## src/rtl/benes_pipe_network.sv

```systemverilog
// Fully pipelined N-port Benes permutation network with valid/ready flow control.
// Switch settings are double-buffered, and each beat carries its own copy of them down the pipe.
module benes_pipe_network #(
    parameter int N_PORTS    = 8,
    parameter int DATA_WIDTH = 64,
    localparam int LOG2N     = $clog2(N_PORTS),
    localparam int STAGES    = 2 * LOG2N - 1,
    localparam int SW_NUM    = N_PORTS / 2,
    localparam int STAGE_W   = $clog2(STAGES)
) (
    input  logic                  clk,
    input  logic                  rst_n,
    input  logic                  in_valid,
    output logic                  in_ready,
    input  logic [DATA_WIDTH-1:0] in_data [0:N_PORTS-1],
    output logic                  out_valid,
    input  logic                  out_ready,
    output logic [DATA_WIDTH-1:0] out_data [0:N_PORTS-1],
    input  logic                  cfg_we,
    input  logic [STAGE_W-1:0]    cfg_stage,
    input  logic [SW_NUM-1:0]     cfg_bits,
    input  logic                  cfg_commit
);

    // Destination position of link output p after stage s: unshuffle on the way in, shuffle on the way out.
    function automatic int link_dst(input int s, input int p);
        int blk;
        int q;
        int base;
        if (s < LOG2N - 1) blk = N_PORTS >> s;
        else               blk = N_PORTS >> (2 * LOG2N - 3 - s);
        q    = p % blk;
        base = p - q;
        if (s < LOG2N - 1)   return base + (q >> 1) + (q & 1) * (blk / 2);
        else if (q < blk / 2) return base + 2 * q;
        else                 return base + 2 * (q - blk / 2) + 1;
    endfunction

    logic [STAGES-1:0][SW_NUM-1:0] shadow_bank;
    logic [STAGES-1:0][SW_NUM-1:0] shadow_nxt;
    logic [STAGES-1:0][SW_NUM-1:0] active_bank;

    logic [DATA_WIDTH-1:0] st_in  [STAGES][N_PORTS];
    logic [DATA_WIDTH-1:0] st_out [STAGES][N_PORTS];
    logic [DATA_WIDTH-1:0] data_q [STAGES][N_PORTS];
    logic [SW_NUM-1:0]     stage_cfg [STAGES];
    logic [STAGES-1:0]     valid_q;
    logic [STAGES-1:0]     up_valid;
    logic                  advance;

    assign advance   = !valid_q[STAGES-1] || out_ready;
    assign in_ready  = advance;
    assign out_valid = valid_q[STAGES-1];
    assign up_valid  = {valid_q[STAGES-2:0], in_valid};

    always_comb begin
        for (int p = 0; p < N_PORTS; p++) out_data[p] = data_q[STAGES-1][p];
    end

    // NOTE: every always_comb output gets its default first, so no path leaves it unassigned (no latch).
    always_comb begin
        shadow_nxt = shadow_bank;
        if (cfg_we && (int'(cfg_stage) < STAGES)) shadow_nxt[cfg_stage] = cfg_bits;
    end

    // Commit sees shadow_nxt, so a write in the commit cycle lands in the active bank too.
    always_ff @(posedge clk) begin
        if (!rst_n) begin
            shadow_bank <= '0;
            active_bank <= '0;
        end else begin
            shadow_bank <= shadow_nxt;
            if (cfg_commit) active_bank <= shadow_nxt;
        end
    end

    for (genvar k = 0; k < STAGES; k++) begin : g_stage
        localparam int CW = (STAGES - k) * SW_NUM;
        logic [CW-1:0] cfg_in;

        if (k == 0) begin : g_src
            assign cfg_in = active_bank;
            for (genvar p = 0; p < N_PORTS; p++) begin : g_port
                assign st_in[0][p] = in_data[p];
            end
        end else begin : g_src
            assign cfg_in = g_stage[k-1].g_keep.cfg_q;
            for (genvar p = 0; p < N_PORTS; p++) begin : g_port
                localparam int DST = link_dst(k - 1, p);
                assign st_in[k][DST] = data_q[k-1][p];
            end
        end

        assign stage_cfg[k] = cfg_in[SW_NUM-1:0];

        for (genvar j = 0; j < SW_NUM; j++) begin : g_sw
            assign st_out[k][2*j]   = stage_cfg[k][j] ? st_in[k][2*j+1] : st_in[k][2*j];
            assign st_out[k][2*j+1] = stage_cfg[k][j] ? st_in[k][2*j]   : st_in[k][2*j+1];
        end

        // The beat keeps only the settings for the stages still ahead of it.
        if (k < STAGES - 1) begin : g_keep
            logic [CW-SW_NUM-1:0] cfg_q;
            always_ff @(posedge clk) begin
                if (!rst_n)                     cfg_q <= '0;
                else if (advance && up_valid[k]) cfg_q <= cfg_in[CW-1:SW_NUM];
            end
        end
    end

    // NOTE: sequential state uses non-blocking assignments so every stage samples pre-edge values.
    // NOTE: the datapath registers are reset as well, so out_data reads 0 straight out of reset.
    always_ff @(posedge clk) begin
        if (!rst_n) begin
            valid_q <= '0;
            for (int k = 0; k < STAGES; k++)
                for (int p = 0; p < N_PORTS; p++) data_q[k][p] <= '0;
        end else if (advance) begin
            valid_q <= up_valid;
            for (int k = 0; k < STAGES; k++)
                if (up_valid[k])
                    for (int p = 0; p < N_PORTS; p++) data_q[k][p] <= st_out[k][p];
        end
    end

endmodule

```

## config.mk

```make
export PLATFORM = sky130hd
export DESIGN_NAME = benes_pipe_network
export DESIGN_NICKNAME = d
export VERILOG_FILES = /design/src/rtl/benes_pipe_network.sv
export SDC_FILE = /design/constraint.sdc
export NUM_CORES = 2
export LEC_CHECK = 0
export ABC_AREA = 0
export CORE_MARGIN = 2
export CORE_UTILIZATION = 45
export CTS_CLUSTER_DIAMETER = 80
export DETAILED_ROUTE_END_ITERATION = 12
export PLACE_DENSITY = 0.61
export SLEW_MARGIN = 20
export SYNTH_ARGS = -nofsm -noshare
export SYNTH_HDL_FRONTEND = slang
export SYNTH_SLANG_ARGS = --single-unit
```

## constraint.sdc

```tcl
create_clock -name clk -period 70.7 [get_ports clk]
set_input_delay 14.14 -clock clk [delete_from_list [all_inputs] [get_ports clk]]
set_output_delay 14.14 -clock clk [all_outputs]
set_load 0.02 [all_outputs]
```

======== Yosys cells after proc, flatten, opt, wreduce, memory -nomap -nowiden ========
Memories as Yosys holds them, arrays and structs flattened.
Cells that the tools add are included.
operators by class
  reductions and logical operators ........ 8
  bitwise gates (word level) .............. 40
  order comparisons ....................... 3
  multiplexer cells ....................... 105
operators with widths
  kind                  number
  $mux W64              80
  $or A1 B1 Y1          40
  $mux W1               21
  $bwmux W20            1
  $mux W20              1
  $demux W4 S3          1
  $logic_and A1 B1 Y1   6
  $lt A3 B4 Y1 const B  1
  $mux W4               1
  $ge A3 B1 Y1 const B  1
  $lt A3 B3 Y1 const B  1
  $logic_not A1 Y1      1
  $logic_or A1 B1 Y1    1
storage, ports and cells
  memory bits (writable) .................. 2560
  bits of input ports ..................... 525
  memories ................................ 1
  flip-flop bits (word level) ............. 85
memory list
  memory  depth  bits a word  rd ports  clocked after Yosys merged registers in  wr ports  RTL line  source
  data_q  5      512          5         0                                        5         45        logic [DATA_WIDTH-1:0] data_q [STAGES][N_PORTS];

======== Logic depth before layout (Yosys ltp) ========
  depth after elaboration ................. 6
  gate-level depth with buffers ........... 7

======== Worst setup path before layout ========
OpenSTA, ideal clock, no wires.
  kind .................................... input -> register
  start ................................... input out_ready
  end ..................................... memory data_q[0][1536] (netlist bit), enable pin
  path slack .............................. 18654 ps
  cell stages on the path ................. 3
  data arrival time ....................... 49948 ps
  library setup time ...................... 2098 ps
  required time ........................... 68602 ps
  cell sequence ........................... nor2b_4 -> clkbuf_1 -> o21ai_0
RTL lines
  element          RTL line  source
  start, declared  17        input logic out_ready,
  end, declared    45

======== Final worst setup path ========
  start ................................... input out_ready
  end ..................................... output in_ready
between the ends
  cells in the longest elaborated chain, start to end .. 1
ends and longest elaborated chain
  element             RTL line  source
  $logic_or A1 B1 Y1  51        assign advance = !valid_q[STAGES-1] || out_ready;
  end, declared       14        output logic in_ready,
No other way between the ends.

==> qor.yml <==
final_layout:
  finalNetCount: 9908
  final.fill_count: 22690
  layout.cell_area.non_filler_um2: 140400
  seqCellArea_um2: 78650
  multi_input_area_um2: 36450
  area_growth_pct: 15.04
  share_of_cells_above_drive_strength_1: 0.05780
clocking:
  clock_insertion_delay_worst_skew_ns: 0.89
  tritoncts.num_buffers: 289
  cts_hold_repair.buffers: 0
  cts.repair_timing.setup_buffer_count: 0
  root_buffer: "clkbuf_16"
  worst_setup_hold_path_clk_slew_ns: 0.06
  cts_tree: "done"
  clock_tree.buffer_depth: 4
  post_cts.resized_instances: 0
  h-tree-depth: 5
  clock-sinks: 2645
sta:
  finClkSkew_ns: 0.05377
  maxSlewHeadroom: 0.2783
  fin_tns_setup_ns: 0
  timing.final.hold_violations: 0
  slew_violations: 0
  worst_pin_slew_ns: 1.083
  whs_ns: 0.4632
  highest_clock_frequency_the_design_can_meet_mhz: 33.37
  rsz_0062_raised_after_global_routing: "no"
  min_cycle_time_layout_ns: 29.97
  layout_worst_path_cycle_share: 0.4239
  finalSetupViolCount: 0
  layout_setup_ws_ns: 40.73
die:
  io_pins: 1039
  die_y_um: 524.7
  start_util: 0.4514
  core_region_area_um2: 270300
  rows: 191
  die_w_um: 524.7
  dieArea_um2: 275300
logic_synthesis:
  synth_fp_nets: 9570
  synth_top_area_share: 0.6301
  yosys.area.top_type: "edfxtp_1"
  synth.avg_cell_area_um2: 13.49
  netlist_top_cells_area: "edfxtp_1, mux2i_1, nor2_1"
  ys_types: 30
  synth_edf_count: 2560
  synth-seq-cells: 2645
  netlist_area_um2: 122000
  post_synth_inst_count: 9045
  async_flop_share: 0
  synth_sequential_area_ratio: 0.6440
  yosys-top-cells-count: "mux2i_1, edfxtp_1, nor2_1"
  ys.warnings.count: 0
  synthFlopType: "edfxtp_1"
  synth.most_common_cell: "mux2i_1"
critical_path:
  reg2regPathDepth: 8
  r2r_setup_slack_ns: 65.44
  peak_fanout_along_the_critical_path: 17
  path_common_cell: "clkdlybuf4s50_1"
  cp_cell_sequence: "clkdlybuf4s50_1 > nor2b_4 > inv_2 > clkdlybuf4s50_1"
  critPathKind: "input pin to output pin"
  worst_ep_arrival_time_ns: 15.83
  critical_path.slowest_cell: "clkdlybuf4s50_1"
  worst_ep_required_time_ns: 56.56
  timing.critical_path.to_type: "output pin"
  setup.worst_path.start_class: "input pin"
  critPathMaxStageDelay_ns: 0.69
routing:
  detail_route.drc_violations: 0
  detail_route.first_pass.iterations: 5
  postRouteWirelength_um: 312700
  route.detailed.wl_per_inst_um: 23.69
  dr.first_iter.drc_count: 5681
  antenna_left: 0
  post_drt_via_cell_ratio: 5.256
  vias: 69380
place:
  post-dp-hpwl_um: 228200
  io_buffers: 1038
  place_congestion: 0.8929
  detailed_place.area_um2: 131000
  detailedPlace.worstSlack_ns: 40.74
global_routing:
  global_route_wire_length_before_repair_um: 456600
  overflow: 0
  grt_pass1_vias: 68070
  antenna_found_initial: 58
  track_usage: 0.2226
  grt_max_degree: 192
power_and_ir_drop:
  power.share.switching: 0.2237
  power_leakage_uw: 0.04485
  cellPowerDensity_nw_per_um2: 25.57
  peak_supply_drop_v: 0.00001840
  seqPwrFrac: 0.519
  net-switching-power_uw: 802.9
  post-layout-total-power_uw: 3590
  power.combinational.fraction: 0.068
  power.share.clock: 0.413
  internal_power_uw: 2787
flow_run:
  max_cap_viol_count: 0
outcome:
  run_status: "finished clean"
hold_path:
  holdCritPathClass: "flop to flop"
  hold_depth: 1
==> power by group through the flow <==
| stage | Clock (µW) | Combinational [µW] | Sequential (µW) |
|---|---|---|---|
| final | 1480 | 245 | 1860 |
| after global routing | 1570 | 265 | 1870 |
| after CTS | 1510 | 247 | 1860 |
| after detailed placement | 0 | 246 | 1890 |
| after global placement | 0 | 243 | 1890 |
| after floorplan | 0 | 158 | 1920 |
==> metal layers <==
| layer | vias up | part of all wire | GRT usage |
|---|---|---|---|
| met4 | 6 | 0.057 | 0.1167 |
| met5 | - | 0.000090 | 0 |
| li1 | 32480 | - | - |
| met3 | 576 | 0.057 | 0.03499 |
| met1 | 34250 | 0.45 | 0.3114 |
| met2 | 2069 | 0.44 | 0.3350 |
==> registers in the layout, summed over array words and instances (netlist names) <==
register	cells
g_stage.g_keep.cfg_q	40
data_q	2560
valid_q	5
shadow_bank	20
active_bank	20
==> kinds of logic (layout without fill, tap and decap cells) <==
kind of cell,Yosys count,in the layout,share of synthesized area
flops,2645,2645,0.6440
simple gates,2608,2608,0.08140
mux,2580,2580,0.2117
buf+inv,1123,1680,0.05789
compound gates,89,89,0.005045
other cells,0,28,0
==> area by class of cell <==
cell class / instances / area share
Antenna cell: 28 / 0.0004992
Clock inverter: 150 / 0.01123
Inverter: 5 / 0.0002942
Tap cell: 3570 / 0.03182
Clock buffer: 360 / 0.05455
Sequential cell: 2645 / 0.5603
Timing Repair Buffer: 1165 / 0.08159
Multi-Input combinational cell: 5277 / 0.2597
==> path summary, 6_finish.rpt <==
| check | from | endpoint |
|---|---|---|
| min reg2reg | active_bank[16] | g_stage[0].g_keep.cfg_q[12] |
| max reg2reg | valid_q[4] | data_q[0][2278] |
| min | active_bank[16] | g_stage[0].g_keep.cfg_q[12] |
| max | out_ready | in_ready |
==> cells in the final DEF (no fill, tap or decap), drive strengths merged <==
cell / synthesis / layout
bufinv: 0 / 29
nand2: 6 / 6
edfxtp: 2560 / 2560
and3: 3 / 3
nor2b: 21 / 21
a21oi: 20 / 20
inv: 5 / 17
buf: 1063 / 128
o21a: 1 / 1
clkdlybuf4s50: 0 / 1037
and4bb: 1 / 1
mux2i: 2580 / 2580
a21boi: 7 / 7
a22o: 36 / 36
nand3: 13 / 13
nor2: 2560 / 2560
diode: 0 / 28
nor4bb: 2 / 2
dfxtp: 85 / 85
o21ai: 25 / 25
nor4b: 1 / 1
clkbuf: 55 / 360
clkinv: 0 / 108
nand4b: 1 / 1
clkinvlp: 0 / 1
==> stage by stage <==
| step | utilization | instances |
|---|---|---|
| floorplan | - | 9045 |
| global placement | 0.4845 | 12660 |
| detailed placement | 0.4845 | 12660 |
| CTS | 0.5187 | 13170 |
| global route | 0.5193 | 13200 |
| finish | 0.5193 | 13200 |
==> critical path, delay by kind of cell <==
family                 cells  cell delay, ns
buffers and inverters      3            1.57
and+or+nand+nor            1            0.10
Power figures use the tool's default switching activity.
